## src/rtl/rv_pipe_pkg.sv

```systemverilog
// Shared pipeline definitions for the RV32I core: control bundle width,
// control field positions and the all-zero bubble control word.
package rv_pipe_pkg;

    localparam int CTRL_W = 16;

    localparam int CTRL_REGWRITE  = 0;
    localparam int CTRL_MEMREAD   = 1;
    localparam int CTRL_MEMWRITE  = 2;
    localparam int CTRL_BRANCH    = 3;
    localparam int CTRL_JUMP      = 4;
    localparam int CTRL_ALUOP_LSB = 5;
    localparam int CTRL_ALUOP_MSB = 9;
    localparam int CTRL_ALUSRC    = 10;
    localparam int CTRL_WBSEL_LSB = 11;
    localparam int CTRL_WBSEL_MSB = 12;

    localparam logic [CTRL_W-1:0] CTRL_BUBBLE = '0;

endpackage

```

## src/rtl/operand_bypass.sv

```systemverilog
// Selects one source operand: x0 reads as zero, a same-cycle writeback to the
// source register is bypassed, otherwise the register file value is used.
module operand_bypass #(
    parameter int XLEN = 32
) (
    input  logic [4:0]      addr,
    input  logic [XLEN-1:0] reg_data,
    input  logic            wb_write,
    input  logic [4:0]      wb_addr,
    input  logic [XLEN-1:0] wb_data,
    output logic [XLEN-1:0] operand
);

    // The register file commits after the edge, so reg_data is stale while a
    // write to the same index is in flight; x0 is not protected by the file.
    always_comb begin
        operand = reg_data;
        if (addr == 5'd0) begin
            operand = '0;
        end else if (wb_write && (wb_addr == addr)) begin
            operand = wb_data;
        end
    end

endmodule

```

## src/rtl/id_ex_stage.sv

```systemverilog
// ID/EX pipeline register: captures the decoded instruction and bypassed
// operands, inserts bubbles on load-use hazards and branch flushes.
module id_ex_stage #(
    parameter int XLEN   = 32,
    parameter int CTRL_W = rv_pipe_pkg::CTRL_W
) (
    input  logic              CLK,
    input  logic              RESET,
    input  logic [XLEN-1:0]   PC_IN,
    input  logic [XLEN-1:0]   IMM_IN,
    input  logic [4:0]        RS1_ADDR,
    input  logic [4:0]        RS2_ADDR,
    input  logic              RS1_USED,
    input  logic              RS2_USED,
    input  logic [4:0]        RD_ADDR,
    input  logic [XLEN-1:0]   REG1_DATA,
    input  logic [XLEN-1:0]   REG2_DATA,
    input  logic [CTRL_W-1:0] CTRL_IN,
    input  logic              VALID_IN,
    input  logic              WB_WRITE,
    input  logic [4:0]        WB_ADDR,
    input  logic [XLEN-1:0]   WB_DATA,
    input  logic              FLUSH,
    output logic              LOAD_USE_STALL,
    output logic [XLEN-1:0]   PC_OUT,
    output logic [XLEN-1:0]   IMM_OUT,
    output logic [XLEN-1:0]   DATA1_OUT,
    output logic [XLEN-1:0]   DATA2_OUT,
    output logic [4:0]        RS1_OUT,
    output logic [4:0]        RS2_OUT,
    output logic [4:0]        RD_OUT,
    output logic [CTRL_W-1:0] CTRL_OUT,
    output logic              VALID_OUT,
    output logic [15:0]       BUBBLE_COUNT
);

    import rv_pipe_pkg::CTRL_MEMREAD;
    import rv_pipe_pkg::CTRL_BUBBLE;

    logic [XLEN-1:0] operand1;
    logic [XLEN-1:0] operand2;
    logic            hazard;
    logic            bubble;

    operand_bypass #(.XLEN(XLEN)) u_bypass1 (
        .addr     (RS1_ADDR),
        .reg_data (REG1_DATA),
        .wb_write (WB_WRITE),
        .wb_addr  (WB_ADDR),
        .wb_data  (WB_DATA),
        .operand  (operand1)
    );

    operand_bypass #(.XLEN(XLEN)) u_bypass2 (
        .addr     (RS2_ADDR),
        .reg_data (REG2_DATA),
        .wb_write (WB_WRITE),
        .wb_addr  (WB_ADDR),
        .wb_data  (WB_DATA),
        .operand  (operand2)
    );

    // VALID_IN marks a real instruction in ID; VALID_OUT marks a real one in EX.
    // A load in EX whose rd feeds the ID instruction cannot be forwarded in time.
    always_comb begin
        hazard = VALID_OUT && CTRL_OUT[CTRL_MEMREAD] && (RD_OUT != 5'd0) && VALID_IN &&
                 ((RS1_USED && (RS1_ADDR == RD_OUT)) || (RS2_USED && (RS2_ADDR == RD_OUT)));
        bubble = FLUSH || hazard;
        LOAD_USE_STALL = hazard && !FLUSH;
    end

    always_ff @(posedge CLK) begin
        if (RESET || bubble) begin
            PC_OUT    <= '0;
            IMM_OUT   <= '0;
            DATA1_OUT <= '0;
            DATA2_OUT <= '0;
            RS1_OUT   <= '0;
            RS2_OUT   <= '0;
            RD_OUT    <= '0;
            CTRL_OUT  <= CTRL_W'(CTRL_BUBBLE);
            VALID_OUT <= 1'b0;
        end else begin
            PC_OUT    <= PC_IN;
            IMM_OUT   <= IMM_IN;
            DATA1_OUT <= operand1;
            DATA2_OUT <= operand2;
            RS1_OUT   <= RS1_ADDR;
            RS2_OUT   <= RS2_ADDR;
            RD_OUT    <= RD_ADDR;
            CTRL_OUT  <= CTRL_IN;
            VALID_OUT <= VALID_IN;
        end
    end

    always_ff @(posedge CLK) begin
        if (RESET) begin
            BUBBLE_COUNT <= '0;
        end else if (bubble && (BUBBLE_COUNT != 16'hFFFF)) begin
            BUBBLE_COUNT <= BUBBLE_COUNT + 16'd1;
        end
    end

endmodule
```

## config.mk

```make
export PLATFORM = sky130hd
export DESIGN_NAME = id_ex_stage
export DESIGN_NICKNAME = d
export VERILOG_FILES = /design/src/rtl/rv_pipe_pkg.sv /design/src/rtl/operand_bypass.sv /design/src/rtl/id_ex_stage.sv
export SDC_FILE = /design/constraint.sdc
export NUM_CORES = 1
export LEC_CHECK = 0
export ABC_AREA = 1
export BUFFER_PORTS_ARGS = -buffer_cell sky130_fd_sc_hd__buf_2
export CELL_PAD_IN_SITES_DETAIL_PLACEMENT = 0
export CELL_PAD_IN_SITES_GLOBAL_PLACEMENT = 1
export CORE_MARGIN = 4
export CORE_UTILIZATION = 31
export DETAILED_ROUTE_END_ITERATION = 10
export PLACE_DENSITY_LB_ADDON = 0.25
export SYNTH_ARGS = -nofsm -noshare
export SYNTH_HDL_FRONTEND = slang
export SYNTH_SLANG_ARGS = --single-unit
```

## constraint.sdc

```tcl
create_clock -name CLK -period 3.6 [get_ports CLK]
set_input_delay 0.18 -clock CLK [delete_from_list [all_inputs] [get_ports CLK]]
set_output_delay 0.18 -clock CLK [all_outputs]
set_load 0.005 [all_outputs]
```

==> metrics.md, run 1 <==
| Metric | Value |
|---|---|
| RSZ-0062 raised after global routing | `false` |
| Cell Area, Placed | `8579 um2` |
| WL/cell | `around 14 um` |
| Part of the Yosys area used for sequential elements | `54.62%` |
| Synth top area cells | `dfxtp_1, nor2_1, inv_1` |
| Crit path launch type | `flop` |
| Design area | `around 10000 um2` |
| Clk sinks | `approximately 180` |
| Vias in the first global route | `roughly 6600` |
| CTS tree | `done` |
| Synthesized instance count | `around 900` |
| Setup Skew | `roughly 0.014 ns` |
| GR Overflow Total | `0` |
| CTS root buf | `clkbuf_16` |
| Synth cell types | `25` |
| Max Slew Vio Count | `0` |
| Final setup margin | `1.388 ns` |
| First-pass GRT wire length | `approximately 35000 um` |
| CTS buffer count | `17` |
| Fin crit share | `between 60% and 70%` |
| Final Setup Violations | `0` |
| Die Span X | `about 150 um` |
| Net Count, Synth | `about 1100` |
| Top delay family on crit path | `buffers and inverters` |
| CP arrival | `roughly 2.5 ns` |
| Hold Path Class | `input port to flop` |
| Filler cells | `roughly 2100` |
| Drt initial violations | `about 220` |
| Commonest non-fill, non-tap cells in the layout | `buf_2, nor2_1, inv_1` |
| Yosys reg bits | `around 180` |
| Met1 GRT Util | `20.11%` |
| Min Tclk post-route | `about 2.2 ns` |
| Number of port buffers | `~380` |
| P&R area growth vs syn | `56.19%` |
| # IOs | `between 300 and 400` |
| Worst path cell trace | `inv_1 > nand2_1 > nand2_1 > nor2_1 > nand3_1 > nand2_1 > nand2_1 > nand2_1 > buf_4 > nor2_2 > o21ai_2 > buf_4 > nor2_1` |
| CORE AREA | `20360 um2` |
| WP buf/inv | `3` |
| Floorplan row count | `between 50 and 60` |
| F_max | `0.4521 GHz` |
| Die area | `about 23000 um2` |
| Slowest CP cell | `dfxtp_1` |
| Skew-Pair Late Insertion Delay | `0.43 ns` |
| Largest area contributor in the netlist | `dfxtp_1` |
| Layout cell share with drive strength beyond 1 | `approximately a third` |
| Vias/cell | `about 4` |
| WS Path Type | `flop to flop` |
| Worst-path clk slew | `0.07 ns` |
| P_leak | `slightly below 6 nW` |
| PwrDens | `438.4 nW/um2` |
| Via count | `around 6600` |
| Crit-path max FO | `32` |
| TritonRoute pass-1 iters | `5` |
| Deepest clock path buffer count | `2` |
| Detailed placement HPWL | `about 17000 um` |
| Starting Density | `a little under a third` |
| Crit end category | `flop` |
| Grt peak-use layer | `met2` |
| Total Wirelength | `22030 um` |
| CP required | `a little under 4 ns` |
| Max-Slew Margin vs Limit | `about three fifths` |
| Met3 Track Usage GR | `under 10%` |
| Synthesized area | `approximately 6500 um2` |
| Most common cell after layout, fill and taps aside | `buf_2` |
| Global Route met2 Usage | `about 33%` |
| Nets | `1545` |
| Synth top area share | `a little over half` |
| Slowest Stage Delay on Critical Path | `0.44 ns` |
| Final Hold Viols | `0` |
| Antenna violations before repair | `6` |
| Place WS | `around 1.4 ns` |
| Placed insts | `approximately 1500` |
| Die span in y | `roughly 150 um` |
| Most used cell, CP | `nand2_1` |
| Setup TNS | `0 ns` |
| Least-Margin Pin Slew | `roughly 0.59 ns` |
| Largest net degree at the start of global routing | `between 60 and 70` |
| Ys Warns | `0` |
| Worst vdd ir | `0.0002864 V` |
| Status | `finished, final reports clean` |
| Detail Route Antenna Nets | `0` |
| Total track usage | `around 19%` |
| H-tree levels | `4` |
| Avg Cell Area, Syn | `between 7 and 8 um2` |
| Final Wtd Congestion | `a little over 0.8` |
| Final Util | `roughly half` |
| Residual DRC | `0` |
| Post-route insts no fill | `1626` |
| Max Cap Viol | `0` |
## worst paths after layout
kind | from | to | slack, ns | depth (start not counted)
worst max-delay path | RD_OUT[1] | DATA2_OUT[14] | 1.39 | 13
worst min register to register | BUBBLE_COUNT[5] | BUBBLE_COUNT[5] | 0.54 | 2
worst min-delay path | RS2_ADDR[2] | RS2_OUT[2] | 0.04 | 3
worst max register to register | RD_OUT[1] | DATA2_OUT[14] | 1.39 | 13
## cell type report
class | instances | area, um2 | area share (%)
flip-flops and latches | 176 | 3523 | 34.97
repair buffers | 474 | 2843 | 28.21
multi-input cells | 461 | 1964 | 19.50
inverters | 211 | 792.0 | 7.860
clock buffers | 17 | 425.4 | 4.222
well taps | 270 | 337.8 | 3.353
clock inverters | 15 | 185.2 | 1.838
diodes | 2 | 5.005 | 0.04967
## Yosys cell counts
library cell	n
nand2_2	1
clkbuf_1	12
o22ai_1	4
a31oi_1	1
xor2_1	4
nor3_1	4
o21ai_2	1
buf_2	15
nand3_1	22
nand3b_1	4
dfxtp_1	176
nand2_1	125
buf_6	5
inv_2	11
a22o_1	1
ha_1	1
nor2_2	2
a21oi_1	17
nand4_1	4
o21ai_1	12
inv_1	200
nor2_1	203
nand3_2	1
o21ai_0	53
a21boi_0	1
## worst reg2reg max path, delay by kind of cell (launching register included)
kind                   cells  cell delay (ns)
buffers and inverters      3             0.75
DFF                        1             0.44
AOI/OAI and AO/OA          1             0.23
and+or+nand+nor            9             0.68
## sequential cells by signal, summed over array words and instances, names as in the netlist
name	count
BUBBLE_COUNT	16
CTRL_OUT	16
DATA1_OUT	32
DATA2_OUT	32
IMM_OUT	32
PC_OUT	32
RD_OUT	5
RS1_OUT	5
RS2_OUT	5
VALID_OUT	1
## repair_timing
action,in CTS,in global routing
setup buffers,0,0
setup endpoints to repair,0,0
gates resized for setup,0,0
endpoints found under the hold margin,88,0
hold buffers,88,0
## logic make-up (layout without fill, tap and decap cells)
logic type	Yosys count	count (layout)	synth area share, %
other	0	2	0
xor gates and xnor gates	4	4	0.5430
and+or+nand+nor	366	366	22.40
DFF	176	176	54.62
AOI/OAI and AO/OA	90	90	7.234
buffers and inverters	243	717	15.01
adders and majority gates	1	1	0.1939
## metal layers
layer / vias to the layer above / wire, um / share of wire [%]
li1: 3483 / - / -
met1: 2843 / 8525 / 39
met2: 229 / 10970 / 50
met3: 47 / 1807 / 8.2
met4: 10 / 652 / 3.0
met5: - / 80 / 0.36
## where the power goes
group	switching (mW)	internal [mW]	leakage (nW)
combinational	0.244	0.263	4.18
clock	0.915	0.949	0.297
sequential	0.0237	2.02	1.44
total	1.18	3.23	5.92
## per-stage QoR
| stage | hold slack [ns] | total power [mW] |
|---|---|---|
| 4_1_cts | 0.02002 | 4.501 |
| 3_5_place_dp | 0.3979 | 2.526 |
| 6_report | 0.04169 | 4.417 |
| 3_3_place_gp | 0.3907 | 2.526 |
| 2_1_floorplan | 0.2921 | 2.285 |
| 5_1_grt | 0.03597 | 4.633 |
Power figures use the tool's default switching activity.
==> run 2, diff against run 1 <==
- CORE_UTILIZATION: 31 -> 29
- clock period: 3.6 -> 2.2 ns (I/O delays scaled with it)
==> run 2 against run 1 <==
Net effect:
- global-route usage decreased by 0.53 points
- total power increased by 65%
- clock skew decreased by 0.00065 ns
- sequential cell count unchanged
- register-to-register slack got worse by 1.0 ns
- critical path depth decreased by 2
- non-clock buffer count increased by 59
- final cell count increased by 4.3%
==> metrics.md, run 2 (same netlist as run 1, synthesis figures left out) <==
| Metric | Value |
|---|---|
| Status | `finished, final reports clean (unchanged)` |
| Crit end category | `flop (unchanged)` |
| F_max | `~0.50 GHz` |
| WHS Path Cells | `5 (was 3)` |
| Setup TNS | `0 ns (unchanged)` |
| First-pass GRT wire length | `35270 um (was 34640 um)` |
| Hold_ws | `0.01798 ns (was 0.04169 ns)` |
| Layout cell share with drive strength beyond 1 | `30.86% (was 32.13%)` |
| Least-Margin Pin Slew | `0.5576 ns (was 0.5927 ns)` |
| Final setup margin | `0.1870 ns (was 1.388 ns)` |
| CTS buffer count | `17 (unchanged)` |
| Via count | `6846 (was 6612)` |
| WP buf/inv | `5 (was 3)` |
| Antenna violations before repair | `3 (was 6)` |
| Die span in y | `157.2 um (was 152.3 um)` |
| Commonest non-fill, non-tap cells in the layout | `buf_2, nor2_1, inv_1 (unchanged)` |
| Max-Slew Margin vs Limit | `62.79% (was 60.49%)` |
| Total Wirelength | `22850 um (was 22030 um)` |
| Worst-path clk slew | `0.08 ns (was 0.07 ns)` |
| WS Path Type | `input port to flop (was flop to flop)` |
| Filler cells | `2182 (was 2051)` |
| Detail Route Antenna Nets | `0 (unchanged)` |
| CP required | `2.52 ns (was 3.91 ns)` |
| Most used cell, CP | `dlygate4sd3_1 (was nand2_1)` |
| RSZ-0062 raised after global routing | `false (unchanged)` |
| Max Slew Vio Count | `0 (unchanged)` |
| Place WS | `0.4217 ns (was 1.376 ns)` |
| Slowest Stage Delay on Critical Path | `0.55 ns (was 0.44 ns)` |
| Deepest clock path buffer count | `2 (unchanged)` |
| Crit-path max FO | `64 (was 32)` |
| Nets | `1604 (was 1545)` |
| Multi-input gate area | `1972 um2 (was 1964 um2)` |
| GR Overflow Total | `0 (unchanged)` |
| CTS tree | `done (unchanged)` |
| Hold Path Class | `input port to flop (unchanged)` |
| Crit path launch type | `input port (was flop)` |
| # IOs | `380 (unchanged)` |
| Final Wtd Congestion | `0.8153 (was 0.8168)` |
| Clk sinks | `176 (unchanged)` |
| Starting Density | `29.56% (was 31.68%)` |
| Final Hold Viols | `0 (unchanged)` |
| Setup Skew | `0.01326 ns (was 0.01392 ns)` |
| Skew-Pair Late Insertion Delay | `0.43 ns (about the same)` |
| Most common cell after layout, fill and taps aside | `buf_2 (unchanged)` |
| Final Setup Violations | `0 (unchanged)` |
| Cells on worst reg2reg path | `10 (was 13)` |
| CORE AREA | `21820 um2 (was 20360 um2)` |
| Vias in the first global route | `6906 (was 6618)` |
| CP arrival | `2.33 ns (was 2.52 ns)` |
| Die area | `24700 um2 (was 23180 um2)` |
| Worst path cell trace | `dlygate4sd3_1 > buf_2 > xor2_1 > nor3_1 > nand3_2 > buf_12 > nand2_1 > o21ai_0 > dlygate4sd3_1 > inv_1 > nor2_1 (was inv_1 > nand2_1 > nand2_1 > nor2_1 > nand3_1 > nand2_1 > nand2_1 > nand2_1 > buf_4 > nor2_2 > o21ai_2 > buf_4 > nor2_1)` |
| Top delay family on crit path | `buffers and inverters (unchanged)` |
| Worst vdd ir | `0.0004056 V (was 0.0002864 V)` |
| Total track usage | `18.04% (was 18.57%)` |
| Vias/cell | `4.037 (was 4.066)` |
| P&R area growth vs syn | `66.16% (was 56.19%)` |
| CP Depth | `11 (was 13)` |
| P_leak | `6.177 nW (was 5.916 nW)` |
| Post-CTS Setup Bufs | `0 (unchanged)` |
| Detailed placement HPWL | `16740 um (was 16510 um)` |
| Number of port buffers | `379 (unchanged)` |
| CTS root buf | `clkbuf_16 (unchanged)` |
| Largest net degree at the start of global routing | `76 (was 65)` |
| Die Span X | `157.2 um (was 152.3 um)` |
| PwrDens | `679.6 nW/um2 (was 438.4 nW/um2)` |
| WL/cell | `13.47 um (was 13.55 um)` |
| Final Power | `7.284 mW (was 4.417 mW)` |
| Fin crit share | `slightly above 90%` |
| TritonRoute pass-1 iters | `4 (was 5)` |
| Residual DRC | `0 (unchanged)` |
| Max Cap Viol | `0 (unchanged)` |
| Min Tclk post-route | `between 2 and 2.5 ns` |
| Reg area | `3523 um2 (unchanged)` |
| Slowest CP cell | `dlygate4sd3_1 (was dfxtp_1)` |
| Floorplan row count | `54 (was 52)` |
| Drt initial violations | `196 (was 221)` |
| H-tree levels | `4 (unchanged)` |
## run 2: tightest hold or removal path: stages
cell	delay [ns]
buf_2	0.08
nand2_1	0.04
o21ai_0	0.06
inv_1	0.04
nor2_1	0.08
## run 2: layer usage
layer  GRT usage [%]  vias up  share of wire, %  wire, um
met3           5.142       47               7.4      1680
li1                -     3606                 -         -
met2           32.13      230                50     11450
met4           7.292        2               2.9       667
met5               0        -             0.088        20
met1           20.30     2961                40      9026
## run 2: final cells by class
type	count	share of cell area, %
Inverter	211	7.401
Multi-Input combinational cell	461	18.40
Clock buffer	17	3.969
Antenna cell	3	0.07004
Sequential cell	176	32.87
Clock inverter	15	1.552
Timing Repair Buffer	533	32.47
Tap cell	280	3.268
## run 2: timing repair
| action | 4_1_cts | 5_1_grt |
|---|---|---|
| gates resized for setup | 0 | 1 |
| endpoints found under the hold margin | 142 | 0 |
| hold buffers | 146 | 0 |
| endpoints found under the setup margin | 0 | 1 |
## run 2: where the power goes
part / total, mW / switching (mW) / internal, mW
Clock: 3.01 / 1.48 / 1.53
Combinational: 0.929 / 0.423 / 0.506
Sequential: 3.35 / 0.0377 / 3.31
## run 2: per-stage QoR
step           utilization [%]  area, um2  instances
2_1_floorplan                -       6451        880
3_3_place_gp             39.64       8651       1515
3_5_place_dp             39.64       8651       1515
4_1_cts                  49.05      10700       1693
5_1_grt                  49.11      10720       1695
6_report                 49.12      10720       1696
## run 2: worst paths after layout
check             startpoint              end  slack, ns
min reg2reg  BUBBLE_COUNT[5]  BUBBLE_COUNT[5]       0.55
min            REG2_DATA[11]    DATA2_OUT[11]       0.02
max reg2reg  BUBBLE_COUNT[0]  BUBBLE_COUNT[3]       0.39
max              RS1_ADDR[2]    DATA1_OUT[20]       0.19
